`src/rtl/vedic_mac_8x8.sv`:
```
// vedic_mac_8x8: streaming multiply-accumulate around a Vedic (Urdhva
// Tiryakbhyam) 8x8 multiplier. Operand pairs enter over valid/ready, pass
// through an operand register (S1) and a product register (S2), and are
// summed in batches of N_TERMS. Each batch result is held on a second
// valid/ready handshake until the consumer takes it.

// 2x2 vertical-and-crosswise cell: four partial products and two half adds.
module vedic_2x2 (
  input  logic [1:0] a,
  input  logic [1:0] b,
  output logic [3:0] p
);
  logic t10, t01, t11, c1;

  assign p[0] = a[0] & b[0];
  assign t10  = a[1] & b[0];
  assign t01  = a[0] & b[1];
  assign t11  = a[1] & b[1];
  assign p[1] = t10 ^ t01;
  assign c1   = t10 & t01;
  assign p[2] = t11 ^ c1;
  assign p[3] = t11 & c1;
endmodule

// 4x4 from four 2x2 cells: low product, summed cross terms, high product.
module vedic_4x4 (
  input  logic [3:0] a,
  input  logic [3:0] b,
  output logic [7:0] p
);
  logic [3:0] q_ll, q_hl, q_lh, q_hh;
  logic [4:0] mid;
  logic [5:0] upper;

  vedic_2x2 u_ll (.a(a[1:0]), .b(b[1:0]), .p(q_ll));
  vedic_2x2 u_hl (.a(a[3:2]), .b(b[1:0]), .p(q_hl));
  vedic_2x2 u_lh (.a(a[1:0]), .b(b[3:2]), .p(q_lh));
  vedic_2x2 u_hh (.a(a[3:2]), .b(b[3:2]), .p(q_hh));

  // Cross terms sit at weight 2^2, high term at 2^4; the two low bits of the
  // low term pass straight through.
  assign mid   = {1'b0, q_hl} + {1'b0, q_lh};
  assign upper = {4'b0000, q_ll[3:2]} + {1'b0, mid} + {q_hh, 2'b00};
  assign p     = {upper, q_ll[1:0]};
endmodule

// 8x8 from four 4x4 blocks, same crosswise composition one level up.
module vedic_8x8 (
  input  logic [7:0]  a,
  input  logic [7:0]  b,
  output logic [15:0] p
);
  logic [7:0]  q_ll, q_hl, q_lh, q_hh;
  logic [8:0]  mid;
  logic [11:0] upper;

  vedic_4x4 u_ll (.a(a[3:0]), .b(b[3:0]), .p(q_ll));
  vedic_4x4 u_hl (.a(a[7:4]), .b(b[3:0]), .p(q_hl));
  vedic_4x4 u_lh (.a(a[3:0]), .b(b[7:4]), .p(q_lh));
  vedic_4x4 u_hh (.a(a[7:4]), .b(b[7:4]), .p(q_hh));

  // Worst case 15 + 450 + 3600 = 4065 fits the 12-bit upper sum.
  assign mid   = {1'b0, q_hl} + {1'b0, q_lh};
  assign upper = {8'h00, q_ll[7:4]} + {3'b000, mid} + {q_hh, 4'h0};
  assign p     = {upper, q_ll[3:0]};
endmodule

module vedic_mac_8x8 #(
  parameter int N_TERMS = 8,
  parameter int ACC_W   = 24
) (
  input  logic             clk,
  input  logic             rst_n,
  input  logic             clr,
  input  logic             in_valid,
  output logic             in_ready,
  input  logic [7:0]       in_a,
  input  logic [7:0]       in_b,
  output logic             out_valid,
  input  logic             out_ready,
  output logic [ACC_W-1:0] out_sum,
  output logic             out_ovf
);

  typedef enum logic [1:0] {
    ACCUM = 2'd0,
    DRAIN = 2'd1,
    DONE  = 2'd2
  } state_t;

  // N_TERMS tops out at 255, so an 8-bit counter covers 0..N_TERMS.
  localparam logic [7:0] N_LAST = 8'(N_TERMS);

  // Unsigned add of a zero-extended product; bit ACC_W is the carry-out.
  function automatic logic [ACC_W:0] acc_add(input logic [ACC_W-1:0] acc_in,
                                             input logic [15:0]      prod_in);
    return {1'b0, acc_in} + {{(ACC_W + 1 - 16){1'b0}}, prod_in};
  endfunction

  state_t           state, state_nxt;
  logic [7:0]       cnt;
  logic [7:0]       a_p1, b_p1;
  logic             vld_p1;
  logic [15:0]      prod_p1;
  logic [15:0]      prod_p2;
  logic             vld_p2;
  logic [ACC_W-1:0] acc;
  logic             ovf;
  logic [ACC_W:0]   acc_nxt;
  logic             accept, drain_done, handshake;

  // Ready depends only on control state, never on in_valid; clr and reset
  // both block acceptance.
  assign in_ready   = rst_n && !clr && (state == ACCUM) && (cnt < N_LAST);
  assign accept     = in_valid && in_ready;
  // In DRAIN nothing new enters S1, so S1 empty with S2 full means this
  // edge adds the final product.
  assign drain_done = (state == DRAIN) && vld_p2 && !vld_p1;
  assign handshake  = (state == DONE) && out_ready;

  assign out_valid  = (state == DONE);
  assign out_sum    = acc;
  assign out_ovf    = ovf;

  // State register.
  always_ff @(posedge clk or negedge rst_n) begin
    if (!rst_n) state <= ACCUM;
    else        state <= state_nxt;
  end

  // Next-state: fill batch, drain pipeline, hold result until taken.
  always_comb begin
    state_nxt = state;
    case (state)
      ACCUM:   if (accept && (cnt == N_LAST - 8'd1)) state_nxt = DRAIN;
      DRAIN:   if (drain_done) state_nxt = DONE;
      DONE:    if (out_ready) state_nxt = ACCUM;
      default: state_nxt = ACCUM;
    endcase
    if (clr) state_nxt = ACCUM;
  end

  // Count pairs accepted in the current batch.
  always_ff @(posedge clk or negedge rst_n) begin
    if (!rst_n)                cnt <= 8'd0;
    else if (clr || handshake) cnt <= 8'd0;
    else if (accept)           cnt <= cnt + 8'd1;
  end

  // ---- S1: operand register ----
  always_ff @(posedge clk or negedge rst_n) begin
    if (!rst_n) begin
      vld_p1 <= 1'b0;
      a_p1   <= 8'd0;
      b_p1   <= 8'd0;
    end else if (clr) begin
      vld_p1 <= 1'b0;
    end else begin
      vld_p1 <= accept;
      if (accept) begin
        a_p1 <= in_a;
        b_p1 <= in_b;
      end
    end
  end

  vedic_8x8 u_mul (.a(a_p1), .b(b_p1), .p(prod_p1));

  // ---- S2: product register ----
  always_ff @(posedge clk or negedge rst_n) begin
    if (!rst_n) begin
      vld_p2  <= 1'b0;
      prod_p2 <= 16'd0;
    end else if (clr) begin
      vld_p2  <= 1'b0;
    end else begin
      vld_p2 <= vld_p1;
      if (vld_p1) prod_p2 <= prod_p1;
    end
  end

  assign acc_nxt = acc_add(acc, prod_p2);

  // ---- Accumulator: add each valid product, sticky carry-out flag ----
  always_ff @(posedge clk or negedge rst_n) begin
    if (!rst_n) begin
      acc <= '0;
      ovf <= 1'b0;
    end else if (clr || handshake) begin
      acc <= '0;
      ovf <= 1'b0;
    end else if (vld_p2) begin
      acc <= acc_nxt[ACC_W-1:0];
      ovf <= ovf | acc_nxt[ACC_W];
    end
  end

endmodule

```
`config.mk`:
```
export PLATFORM = sky130hd
export DESIGN_NAME = vedic_mac_8x8
export DESIGN_NICKNAME = d
export VERILOG_FILES = /design/src/rtl/vedic_mac_8x8.sv
export SDC_FILE = /design/constraint.sdc
export NUM_CORES = 1
export LEC_CHECK = 0
export ABC_AREA = 1
export BUFFER_PORTS_ARGS = -buffer_cell sky130_fd_sc_hd__buf_2
export CAP_MARGIN = 10
export CORE_MARGIN = 8
export CORE_UTILIZATION = 48
export DETAILED_ROUTE_END_ITERATION = 12
export GPL_ROUTABILITY_DRIVEN = 0
export HOLD_SLACK_MARGIN = 0.08
export PLACE_DENSITY = 0.7
export SLEW_MARGIN = 20
export SYNTH_ARGS = -nofsm -noshare
export SYNTH_HDL_FRONTEND = slang
export SYNTH_SLANG_ARGS = --single-unit
```
`constraint.sdc`:
```
create_clock -name clk -period 16.2 [get_ports clk]
set_input_delay 3.24 -clock clk [delete_from_list [all_inputs] [get_ports clk]]
set_output_delay 3.24 -clock clk [all_outputs]
set_load 0.03 [all_outputs]
```
=== Word-level counts from Yosys, hierarchy flattened ===
Index checks and enable logic that the tools add are counted.

* Flip-flop bits (word level): 69
* Word-level logic and storage cells: 193

* Add/subtract/negate cells: 17
* Order comparisons: 1
* Eq/ne operators: 6
* Multiplexer cells: 13
* Bitwise operators: 130
* Reduce and logical (&&, ||, !) cells: 17

{| class="wikitable"
|+ Operators by type and width
! kind !! count
|-
| AND 1 bit || 96
|-
| two-way mux 24 bit || 2
|-
| XOR 1 bit || 32
|-
| adder 24 x 16 -> 25 bit || 1
|-
| adder 2 x 5 -> 6 bit || 4
|-
| adder 6 bit || 4
|-
| adder 4 x 4 -> 5 bit || 4
|-
| two-way mux 8 bit || 2
|-
| adder 12 bit || 1
|-
| adder 4 x 9 -> 10 bit || 1
|-
| adder 8 x 8 -> 9 bit || 1
|-
| adder 8 x 1 -> 8 bit (second input constant) || 1
|-
| == test 8 x 3 -> 1 bit (second input constant) || 1
|-
| logical AND 1 bit || 8
|-
| < comparator 8 x 4 -> 1 bit (second input constant) || 1
|-
| two-way mux 2 bit || 4
|-
| != test 3 x 2 -> 1 bit (second input constant) || 2
|-
| one-hot mux 2 bit (3 select lines) || 1
|-
| two-way mux 1 bit || 4
|-
| AND reduction 2 bit || 2
|-
| nonzero test 2 bit || 2
|-
| != test 3 bit (second input constant) || 1
|-
| AND reduction 3 bit || 1
|-
| == test 2 x 1 -> 1 bit (second input constant) || 1
|-
| other kinds (6) || 7
|}

=== Depth between registers and ports, before layout ===
* Depth in word-level cells: 9
* Gate-level depth with buffers: 34
* Depth with buffers taken out: 33

=== Modules after synthesis ===
From an unflattened synthesis, not the netlist that was laid out.

* Cell total of the unflattened synthesis: 974
* Area total of the unflattened synthesis: 6646.4 sq um

{| class="wikitable"
|+ By module, submodules not included
! module !! times used !! cells an instance !! area each (sq um)
|-
| vedic_mac_8x8 || 1 || 532 || 3908.7
|-
| vedic_4x4 || 4 || 43 || 292.8
|-
| vedic_2x2 || 16 || 10 || 55.1
|-
| vedic_8x8 || 1 || 110 || 685.7
|}

=== Worst setup path after synthesis ===
No wires, ideal clock.

* Path type: input to output
* Start: in clr
* End: out in_ready
* Arrival: 3.792 ns
* Path slack: 9.168 ns
* Stages on the path: 3
* Cell sequence: inv_1 nand2_1 nor2_2

* Cells in the longest elaborated chain, start to end: 4

{| class="wikitable"
|+ RTL lines
! element !! RTL line !! RTL
|-
| from (decl) || 74 || <nowiki>input logic clr,</nowiki>
|-
| zero test 1 bit || 114 || <nowiki>assign in_ready = rst_n && !clr && (state == ACCUM) && (cnt < N_LAST);</nowiki>
|-
| logical AND 1 bit (3 in series) || 114 ||
|-
| to (decl) || 76 || <nowiki>output logic in_ready,</nowiki>
|}

Every way passes these cells.

=== Worst setup path after layout ===
* Start: in rst_n
* End: out in_ready

* Cells in the longest elaborated chain, start to end: 3

{| class="wikitable"
|+ RTL lines
! element !! RTL line !! RTL
|-
| from (decl) || 73 || <nowiki>input logic rst_n,</nowiki>
|-
| logical AND 1 bit (3 in series) || 114 ||
|}

Every way passes these cells.

==> flow_summary.ini <==
[status]
outcome = finished clean

[final_layout]
drive_gt1_share_pct = 8.33
area.sequential_um2 = 1730
multi_input_area_um2 = 3910
layoutNonFillerInstCount = 1124
area.growth.synth_to_final_pct = 9.55
layout.nets = 1074
fillCellCount = 1317
antennaDiodeCount = 0

[critical_path]
path_cells = buf_2, buf_4, nand4_1, nor2_2, buf_2
critical_path.most_common_cell = buf_2
rr_worst_depth = 31
crit_type = input port to output pin
slowest_stage = buf_4
crit_path_start_kind = input port
slowest_delay_ns = 0.67
critPathMaxFanout = 70
timing.rr.end = prod_p2[14]$_DFFE_PN0P_
reg2reg_from = a_p1[0]$_DFFE_PN0P_
crit_required_ns = 12.96
worst_setup_path_end_kind = output pin
arrival_ns = 4.64
r2r_setup_slack_ns = 10.59

[clock_network]
h-tree-depth = 3
cts-buffers-inserted = 9
cts-resized-gates = 0
cts_hold_buf = 0
root_buffer = clkbuf_16
cts.sinks = 69
clk_path_buf_depth = 2
clk_latency_ns = 0.34
clk_pin_slew_ns = 0.05
post_cts_buffers = 0
tritoncts = done

[grt]
overflow = 0
grt_max_degree = 71
grt_pass1_vias = 5234
grt_antenna_before_repair = 0
grt_pass1_wl_um = 23900
gr-usage-all-layers_pct = 16.4

[drt]
wl_per_cell_um = 11.9
drtIter0Drc = 331
wirelength_um = 13300
route.detailed.drc = 0
postRouteAntennaNets = 0
dr.pass1.iters = 5
vias = 5395
vias_per_cell = 4.80

[sta]
fin_worst_hold_slack_ns = 0.484
fin_tns_setup_ns = 0
min_period_over_period_pct = 48.6
finalHoldViolations = 0
min_period_ns = 7.88
finClkSkew_ns = 0.00624
max_slew_margin_pct = 41.9
timing.final.ws_setup_ns = 8.32
worstMarginPinSlew_ns = 0.872
max_freq_ghz = 0.127
slew_violations = 0
setup_viol = 0
rsz0062_at_grt = no

[floorplan]
num_rows = 42
initial_utilization_pct = 48.9
ios = 48
dieArea_um2 = 17400
die_w_um = 132
floorplan.die.height_um = 132
core_um2 = 13200

[logic_synthesis]
syn_area_um2 = 6460
synth_cell_types = 35
ys_seq_area_share_pct = 26.7
ys_warn_count = 0
synth_area_per_cell_um2 = 7.10
syn_nets = 1039
synth_seq_cells = 69
synth_cells = 909

[worst_hold_path]
hold_path.class = register to register
min_path_cells = 2
whs_endpoint = prod_p2[9]$_DFFE_PN0P_
hp-start = prod_p2[9]$_DFFE_PN0P_

[power]
power_frac_comb_pct = 40.6
irDropWorstVdd_uv = 60.5
p_sw_share_pct = 40.0
p_clk_share_pct = 26.3
leakage_uw = 0.00457
p_sw_uw = 274
seq_power_share_pct = 33.2
total_power_uw = 684
power.density_nw_per_um2 = 96.8
internal_power_uw = 411

[placement]
placed_cells = 1109
dp_hpwl_um = 10600
dp_worst_setup_slack_ns = 8.24
port-buffer-count = 47

[flow_run]
max_cap_violations = 0
[state kept, by name, summed over array words and instances (netlist names)]
signal,flops
cnt,8
b_p1,8
a_p1,8
out_sum,24
prod_p2,16
out_ovf,1
vld_p1,1
state,2
vld_p2,1
[metrics by stage]
step                      util (%)  area [um^2]
after global routing          53.6         7070
after CTS                     53.6         7070
final                         53.6         7070
after global placement        51.6         6810
after detailed placement      51.6         6810
after floorplan                  -         6460
[worst max path at each step]
stage	endpoint	slack, ns	start
6_report	in_ready	8.32	rst_n
5_1_grt	in_ready	8.06	rst_n
4_1_cts	in_ready	8.23	rst_n
3_5_place_dp	in_ready	8.24	rst_n
3_3_place_gp	in_ready	8.27	rst_n
2_1_floorplan	in_ready	9.17	clr
[cell type report]
class                           count  area share, %
Inverter                          186           9.87
Sequential cell                    69           24.4
Clock buffer                       10           3.24
Tap cell                          176           3.11
Multi-Input combinational cell    629           55.3
Timing Repair Buffer               49           3.54
Clock inverter                      5          0.531
[power groups by stage]
stage | combinational, uW | sequential (uW) | clock (uW)
after CTS | 282 | 227 | 185
after detailed placement | 278 | 230 | 0
after global placement | 274 | 230 | 0
after global routing | 328 | 231 | 192
final | 278 | 227 | 180
after floorplan | 239 | 210 | 0
[cells in the final DEF (no fill, tap or decap), types with 2 or more instances in the layout]
master      Yosys  layout
nor3_1          5       5
nand3b_1        3       3
o21ai_1         2       2
nand4_1         4       4
clkbuf_16       0       9
a21boi_0        3       3
buf_2           3      47
buf_4           2       2
inv_1         185     185
nor2_1         50      50
ha_1           82      82
nand3_1        41      41
a22o_1          2       2
xor2_1         14      14
nor2_4          3       3
a31oi_1         2       2
o21ai_0        23      23
dfrtp_1        69      69
or2_2           3       3
xnor2_1        10      10
nor3_2          3       3
nand2_2         4       4
fa_1           27      27
clkinvlp_4      0       2
a21oi_1        39      39
nand2_1       302     302
[metal layers]
layer  global-route usage (%)  part of all wire (%)  vias to the layer above
met3                     2.71                   3.7                       19
met4                     6.45                   2.0                        0
met2                     28.1                    47                       77
li1                         -                     -                     2842
met1                     20.0                    47                     2457
met5                        0                     0                        -
[worst max-delay path: cells and delay by family]
| kind | cells | cell delay (ns) |
|---|---|---|
| simple gates | 2 | 0.42 |
| buf+inv | 3 | 0.97 |
[cells by family after synthesis]
kind of cell	share of synthesized area, %
AO/OA/AOI/OAI	6.16
XOR/XNOR	3.26
adder cells (fa/ha/maj)	24.3
buffers and inverters	12.7
flip-flops	26.7
AND/OR/NAND/NOR	26.9
[cell usage after synthesis]
master	n	area, um^2
a21boi_0	3	22.5
nor2_4	3	33.8
nor4_1	1	6.26
xnor2_1	10	87.6
nor2_2	1	6.26
o21ai_1	2	10.0
nand3b_1	3	22.5
nand2_4	1	11.3
a32o_1	1	10.0
ha_1	82	1030
nand2_2	4	25.0
o21ai_0	23	115
or2_2	3	18.8
nand4_1	4	25.0
buf_2	3	15.0
inv_1	185	694
buf_1	2	7.51
clkbuf_1	16	60.1
buf_4	2	15.0
a21o_1	1	7.51
a22o_1	2	17.5
nor3_2	3	30.0
buf_6	2	22.5
inv_2	1	3.75
o211ai_1	1	7.51
xor2_1	14	123
fa_1	27	541
nand2_1	302	1130
nand3_1	41	205
dfrtp_1	69	1730
a31oi_1	2	12.5
or2_1	1	6.26
nor2_1	50	188
nor3_1	5	25.0
a21oi_1	39	195
Power figures use the tool's default switching activity.
